### config.mk
export PLATFORM = sky130hd
export DESIGN_NAME = sram_port_arbiter_flat
export DESIGN_NICKNAME = d
export VERILOG_FILES = /design/src/rtl/sram_port_arbiter_if.sv /design/src/rtl/sram_port_arbiter.sv /design/src/flat_wrapper.sv
export SDC_FILE = /design/constraint.sdc
export NUM_CORES = 1
export LEC_CHECK = 0
export BUFFER_PORTS_ARGS = -buffer_cell sky130_fd_sc_hd__buf_2
export CAP_MARGIN = 20
export CORE_AREA = 2 2 95 97
export CTS_CLUSTER_SIZE = 16
export DETAILED_ROUTE_END_ITERATION = 10
export DIE_AREA = 0 0 97 99
export PLACE_DENSITY = 0.59
export SYNTH_ARGS = -nofsm -noshare
export SYNTH_HDL_FRONTEND = slang
export SYNTH_SLANG_ARGS = --single-unit
### constraint.sdc
create_clock -name clk -period 1.4 [get_ports clk]
set_input_delay 0.28 -clock clk [delete_from_list [all_inputs] [get_ports clk]]
set_output_delay 0.28 -clock clk [all_outputs]
set_load 0.02 [all_outputs]
### src/rtl/sram_port_arbiter_if.sv
// Bundle of the two requester channels and the shared single-port SRAM command/response bus.
// slave = arbiter side, master = requesters plus SRAM macro side.
interface sram_port_arbiter_if #(
  parameter int ADDR_WIDTH = 11,
  parameter int DATA_WIDTH = 32,
  parameter int NUM_WMASKS = 4
);
  logic                  req0_i,    req1_i;
  logic                  we0_i,     we1_i;
  logic [NUM_WMASKS-1:0] wmask0_i,  wmask1_i;
  logic [ADDR_WIDTH-1:0] addr0_i,   addr1_i;
  logic [DATA_WIDTH-1:0] wdata0_i,  wdata1_i;
  logic                  gnt0_o,    gnt1_o;
  logic                  rvalid0_o, rvalid1_o;
  logic [DATA_WIDTH-1:0] rdata0_o,  rdata1_o;
  logic                  sram_csb,  sram_web;
  logic [NUM_WMASKS-1:0] sram_wmask;
  logic [ADDR_WIDTH-1:0] sram_addr;
  logic [DATA_WIDTH-1:0] sram_din;
  logic [DATA_WIDTH-1:0] sram_dout;

  modport slave (
    input  req0_i, req1_i, we0_i, we1_i, wmask0_i, wmask1_i,
           addr0_i, addr1_i, wdata0_i, wdata1_i, sram_dout,
    output gnt0_o, gnt1_o, rvalid0_o, rvalid1_o, rdata0_o, rdata1_o,
           sram_csb, sram_web, sram_wmask, sram_addr, sram_din
  );

  modport master (
    output req0_i, req1_i, we0_i, we1_i, wmask0_i, wmask1_i,
           addr0_i, addr1_i, wdata0_i, wdata1_i, sram_dout,
    input  gnt0_o, gnt1_o, rvalid0_o, rvalid1_o, rdata0_o, rdata1_o,
           sram_csb, sram_web, sram_wmask, sram_addr, sram_din
  );
endinterface

### src/rtl/sram_port_arbiter.sv
// Two-requester round-robin arbiter onto one single-port SRAM, with a fixed-latency
// response pipeline returning read data or write acks to the owning requester.
module sram_port_arbiter #(
  parameter int ADDR_WIDTH = 11,
  parameter int DATA_WIDTH = 32,
  parameter int NUM_WMASKS = 4,
  parameter int RD_LATENCY = 1
) (
  input logic                 clk,
  input logic                 rst,
  sram_port_arbiter_if.slave  bus
);
  localparam int unsigned LAST = RD_LATENCY - 1;

  logic                  prio_q, prio_d;
  logic [RD_LATENCY-1:0] vld_q, vld_d;
  logic [RD_LATENCY-1:0] own_q, own_d;
  logic [RD_LATENCY-1:0] rd_q,  rd_d;
  logic                  gnt0, gnt1, gnt_any, resp_v;

  // prio names the requester that wins a tie; an uncontested request always wins.
  always_comb begin
    gnt0    = !rst && bus.req0_i && (!bus.req1_i || !prio_q);
    gnt1    = !rst && bus.req1_i && (!bus.req0_i ||  prio_q);
    gnt_any = gnt0 || gnt1;
  end

  always_comb begin
    prio_d = prio_q;
    if (gnt0)      prio_d = 1'b1;
    else if (gnt1) prio_d = 1'b0;

    vld_d    = '0;
    own_d    = '0;
    rd_d     = '0;
    vld_d[0] = gnt_any;
    own_d[0] = gnt1;
    rd_d[0]  = gnt1 ? !bus.we1_i : !bus.we0_i;
    for (int unsigned i = 1; i < RD_LATENCY; i++) begin
      vld_d[i] = vld_q[i-1];
      own_d[i] = own_q[i-1];
      rd_d[i]  = rd_q[i-1];
    end
  end

  always_ff @(posedge clk) begin
    if (rst) begin
      prio_q <= 1'b0;
      vld_q  <= '0;
      own_q  <= '0;
      rd_q   <= '0;
    end else begin
      prio_q <= prio_d;
      vld_q  <= vld_d;
      own_q  <= own_d;
      rd_q   <= rd_d;
    end
  end

  always_comb begin
    bus.gnt0_o     = gnt0;
    bus.gnt1_o     = gnt1;
    bus.sram_csb   = 1'b1;
    bus.sram_web   = 1'b1;
    bus.sram_wmask = '0;
    bus.sram_addr  = '0;
    bus.sram_din   = '0;
    if (gnt0) begin
      bus.sram_csb   = 1'b0;
      bus.sram_web   = !bus.we0_i;
      bus.sram_wmask = bus.wmask0_i;
      bus.sram_addr  = bus.addr0_i;
      bus.sram_din   = bus.wdata0_i;
    end else if (gnt1) begin
      bus.sram_csb   = 1'b0;
      bus.sram_web   = !bus.we1_i;
      bus.sram_wmask = bus.wmask1_i;
      bus.sram_addr  = bus.addr1_i;
      bus.sram_din   = bus.wdata1_i;
    end
  end

  // Response outputs are masked during rst so a discarded in-flight grant never shows.
  always_comb begin
    resp_v        = vld_q[LAST] && !rst;
    bus.rvalid0_o = resp_v && !own_q[LAST];
    bus.rvalid1_o = resp_v &&  own_q[LAST];
    bus.rdata0_o  = '0;
    bus.rdata1_o  = '0;
    if (bus.rvalid0_o && rd_q[LAST]) bus.rdata0_o = bus.sram_dout;
    if (bus.rvalid1_o && rd_q[LAST]) bus.rdata1_o = bus.sram_dout;
  end
endmodule

### src/flat_wrapper.sv
// flat-port wrapper written by rule: the top's interface ports become plain ports
module sram_port_arbiter_flat 
#(
  parameter int ADDR_WIDTH = 11,
  parameter int DATA_WIDTH = 32,
  parameter int NUM_WMASKS = 4,
  parameter int RD_LATENCY = 1
)
  (clk, rst, bus_req0_i, bus_req1_i, bus_we0_i, bus_we1_i, bus_wmask0_i, bus_wmask1_i, bus_addr0_i, bus_addr1_i, bus_wdata0_i, bus_wdata1_i, bus_sram_dout, bus_gnt0_o, bus_gnt1_o, bus_rvalid0_o, bus_rvalid1_o, bus_rdata0_o, bus_rdata1_o, bus_sram_csb, bus_sram_web, bus_sram_wmask, bus_sram_addr, bus_sram_din);
  sram_port_arbiter_if #(.ADDR_WIDTH(ADDR_WIDTH), .DATA_WIDTH(DATA_WIDTH), .NUM_WMASKS(NUM_WMASKS)) bus_i ();
  input logic clk;
  input logic rst;
  input wire logic [$bits(bus_i.req0_i)-1:0] bus_req0_i;
  input wire logic [$bits(bus_i.req1_i)-1:0] bus_req1_i;
  input wire logic [$bits(bus_i.we0_i)-1:0] bus_we0_i;
  input wire logic [$bits(bus_i.we1_i)-1:0] bus_we1_i;
  input wire logic [$bits(bus_i.wmask0_i)-1:0] bus_wmask0_i;
  input wire logic [$bits(bus_i.wmask1_i)-1:0] bus_wmask1_i;
  input wire logic [$bits(bus_i.addr0_i)-1:0] bus_addr0_i;
  input wire logic [$bits(bus_i.addr1_i)-1:0] bus_addr1_i;
  input wire logic [$bits(bus_i.wdata0_i)-1:0] bus_wdata0_i;
  input wire logic [$bits(bus_i.wdata1_i)-1:0] bus_wdata1_i;
  input wire logic [$bits(bus_i.sram_dout)-1:0] bus_sram_dout;
  output wire logic [$bits(bus_i.gnt0_o)-1:0] bus_gnt0_o;
  output wire logic [$bits(bus_i.gnt1_o)-1:0] bus_gnt1_o;
  output wire logic [$bits(bus_i.rvalid0_o)-1:0] bus_rvalid0_o;
  output wire logic [$bits(bus_i.rvalid1_o)-1:0] bus_rvalid1_o;
  output wire logic [$bits(bus_i.rdata0_o)-1:0] bus_rdata0_o;
  output wire logic [$bits(bus_i.rdata1_o)-1:0] bus_rdata1_o;
  output wire logic [$bits(bus_i.sram_csb)-1:0] bus_sram_csb;
  output wire logic [$bits(bus_i.sram_web)-1:0] bus_sram_web;
  output wire logic [$bits(bus_i.sram_wmask)-1:0] bus_sram_wmask;
  output wire logic [$bits(bus_i.sram_addr)-1:0] bus_sram_addr;
  output wire logic [$bits(bus_i.sram_din)-1:0] bus_sram_din;
  assign bus_i.req0_i = bus_req0_i;
  assign bus_i.req1_i = bus_req1_i;
  assign bus_i.we0_i = bus_we0_i;
  assign bus_i.we1_i = bus_we1_i;
  assign bus_i.wmask0_i = bus_wmask0_i;
  assign bus_i.wmask1_i = bus_wmask1_i;
  assign bus_i.addr0_i = bus_addr0_i;
  assign bus_i.addr1_i = bus_addr1_i;
  assign bus_i.wdata0_i = bus_wdata0_i;
  assign bus_i.wdata1_i = bus_wdata1_i;
  assign bus_i.sram_dout = bus_sram_dout;
  assign bus_gnt0_o = bus_i.gnt0_o;
  assign bus_gnt1_o = bus_i.gnt1_o;
  assign bus_rvalid0_o = bus_i.rvalid0_o;
  assign bus_rvalid1_o = bus_i.rvalid1_o;
  assign bus_rdata0_o = bus_i.rdata0_o;
  assign bus_rdata1_o = bus_i.rdata1_o;
  assign bus_sram_csb = bus_i.sram_csb;
  assign bus_sram_web = bus_i.sram_web;
  assign bus_sram_wmask = bus_i.sram_wmask;
  assign bus_sram_addr = bus_i.sram_addr;
  assign bus_sram_din = bus_i.sram_din;
  sram_port_arbiter #(.ADDR_WIDTH(ADDR_WIDTH), .DATA_WIDTH(DATA_WIDTH), .NUM_WMASKS(NUM_WMASKS), .RD_LATENCY(RD_LATENCY)) u_core (.clk(clk), .rst(rst), .bus(bus_i));
endmodule
==> impl_metrics.csv <==
group,metric,value,unit
critical_path,crit_path_start,"u_core.prio_q",
sta,rsz0062_at_grt,"yes",
die,die_area,0.00960,mm2
synthesis,yosys.area_share.simple,49.8,%
synthesis,synth_edf_count,0,
sta,timing.setup.tns,-21.40,ns
sta,min_period,1.67,ns
placement,hpwlAfterDp,6040,um
clock_tree,numCtsBuffers,3,
grt,grt.total_usage,13.9,%
finish,drive_above_1_share,87.4,%
pwr,vdd_drop_max,0.000246,V
finish,final_nets,596,
routing,viasPerCell,4.78,
critical_path,r2r_cells,4,
synthesis,synth_top_cells_by_area,"a32oi_1 (31%), and2_1 (31%), nor2_1 (15%)",
finish,utilization,49.4,%
synthesis,synthArstFlopShare,0,%
grt,grt_pass1_vias,2436,
critical_path,cp_max_fo,5,
sta,final_hold_viol_count,0,
finish,area_growth,217,%
synthesis,synth_top_family_by_area,"simple AND/OR/NAND/NOR gates",
synthesis,syn-num-nets,341,
synthesis,synth_warnings,0,
pwr,powerDensity,379,mW/mm2
die,rows,34,
synthesis,synth-adder-area-share,0,%
clock_tree,path_clk_slew,0.03,ns
critical_path,end_kind,"output pin",
synthesis,synth_xor_area_share,0,%
hold_path,min_from,"bus_we0_i",
synthesis,ys.flop_type,"dfxtp_1",
synthesis,synthMuxAreaShare,0,%
grt,grt_pass1_wl,11400,um
critical_path,start_kind,"flop",
synthesis,syn-cell-area,0.00133,mm2
sta,drv_slew,0,
routing,drtPass1Iterations,4,
grt,grt_overflow,0,
routing,drt_iter0_markers,43,
critical_path,worstPathRequired,1.12,ns
clock_tree,cts.sinks,4,
clock_tree,cts_root_buffer,"clkbuf_8",
clock_tree,h-tree-depth,1,
synthesis,synth_cell_types,21,
placement,numPortBuffers,248,
grt,antenna_found_initial,1,
die,start_util,15.6,%
critical_path,crit_slowest_cell,"dfxtp_4",
synthesis,yosys.area.top_type,"a32oi_1",
placement,place.gp.congestion,0.742,
sta,period_share,119,%
critical_path,endpoint,"bus_sram_din[8]",
sta,skew,0.00342,ns
critical_path,rrSetupSlack,0.25,ns
synthesis,ys_top_cells_by_count,"and2_1 (65), nor2_1 (52), a32oi_1 (47)",
synthesis,syn_inst,209,
sta,setup_viol,114,
grt,grt_max_degree,35,
synthesis,synth_seq_area_share,6.01,%
critical_path,timing.rr.start,"u_core.prio_q",
clock_tree,cts_hold_buf,0,
outcome,violations,"setup timing",
critical_path,cpPeakStageDelay,0.35,ns
clock_tree,insertion_delay,0.21,ns
die,die_w,97,um
sta,hold_ws,0.279,ns
critical_path,worst_path_dominant_cell_family,"flip-flops",
sta,setup_ws,-0.269,ns
die,coreArea,0.00855,mm2
sta,slew_headroom,76.1,%
die,ios,249,
critical_path,regToRegEndpoint,"u_core.rd_q",
outcome,status,"finished, violations left",
routing,routed_wl,9650,um
critical_path,cp.depth,5,
synthesis,synth_top_area_share,30.9,%
die,die_h,99,um
run,cap_violations,0,
routing,num_vias,2732,
critical_path,worstPathArrival,1.39,ns
synthesis,synth_area_per_cell,6.38,um2
synthesis,synth_compound_area_share,33.8,%
routing,wl_per_cell,16.9,um
clock_tree,clockBufferDepth,2,
routing,final_antenna_net_count,0,
critical_path,path_cells,"nand2b_4, clkbuf_16, a32oi_2, nor2_2, buf_6",
synthesis,synth-seq-cells,4,
synthesis,synth_most_common_cell,"and2_1",
sta,clock.fmax,599,MHz
pwr,p_leak,0.00203,uW
sta,worst_pin_slew,0.358,ns
routing,drc,0,
clock_tree,cts_tree,"yes",
critical_path,worst-path-buf-inv,2,
hold_path,hold_class,"primary input to flop",
critical_path,crit_type,"flop to output pin",
placed cells by master, fill, tap and decap left out, types with 2 or more instances in the layout:
cell type  netlist  final
nand2b_4         0      2
nor2_1          52     13
buf_12           0      7
buf_8            0      3
nor2_2           0     39
clkbuf_16        0      6
clkbuf_8         0      3
a32oi_2          0     41
buf_4            3     28
dfxtp_2          0      2
and2_1          65     31
buf_6            1     92
and2_4           0     34
buf_2            9    140
a32oi_1         47      6
worst reg2reg max path: cells and delay by family (launching register included):
family	cells	cell delay, ns
flip-flops	1	0.35
AND/OR/NAND/NOR	2	0.40
AO/OA/AOI/OAI	1	0.18
buffers and inverters	1	0.14
worst min path at each step:
stage,end,slack [ns],cells past startpoint
final,u_core.rd_q,0.28,2
after global routing,u_core.rd_q,0.28,2
after CTS,u_core.rd_q,0.28,2
after detailed placement,u_core.rd_q,0.49,2
after global placement,u_core.rd_q,0.50,2
after floorplan,u_core.rd_q,0.37,1
layer usage:
metal  vias to the layer above  share of wire [%]  global-route usage [%]
met4                         0                1.8                    3.90
met3                        14                7.8                    2.62
met1                      1277                 37                    15.2
met2                       168                 53                    27.0
met5                         -                  0                       0
li1                       1273                  -                       -
layout make-up:
cell class	count	area, um2
repair buffers	277	2310
inverters	1	3.75
multi-input cells	177	1650
diodes	1	2.50
flip-flops and latches	4	86.3
fillers	761	4320
well taps	108	135
clock buffers	3	41.3
per-stage QoR:
step                      instances  area, um2  power [uW]  worst slack (ns)
final                           571       4230        1600            -0.269
after global placement          554       2880         951           -0.0895
after CTS                       557       3300        1290            -0.247
after floorplan                 209       1460         582         -0.000219
after global routing            571       4230        1690            -0.326
after detailed placement        554       2880         962            -0.112
cells by family (layout without fill, tap and decap cells):
family	after synthesis	after routing
other cells	0	1
flops	4	4
buf+inv	29	281
simple gates	125	126
compound gates	51	51
state kept, by name, summed over array words and instances, names as in the netlist:
name	flops
u_core.own_q	1
u_core.prio_q	1
u_core.rd_q	1
u_core.vld_q	1
power breakdown:
group	total, uW	switching, uW	internal [uW]
clock	238	55.5	183
combinational	1230	609	624
sequential	131	7.73	124
total	1600	672	931
timing repair:
| item | CTS | global route |
|---|---|---|
| pin swaps | 1 | 65 |
| setup endpoints to repair | 114 | 115 |
| hold endpoints to repair | 0 | 0 |
| gates cloned | 0 | 12 |
| buffers inserted | 0 | 1 |
| resized for setup | 123 | 166 |
Power figures use the tool's default switching activity.
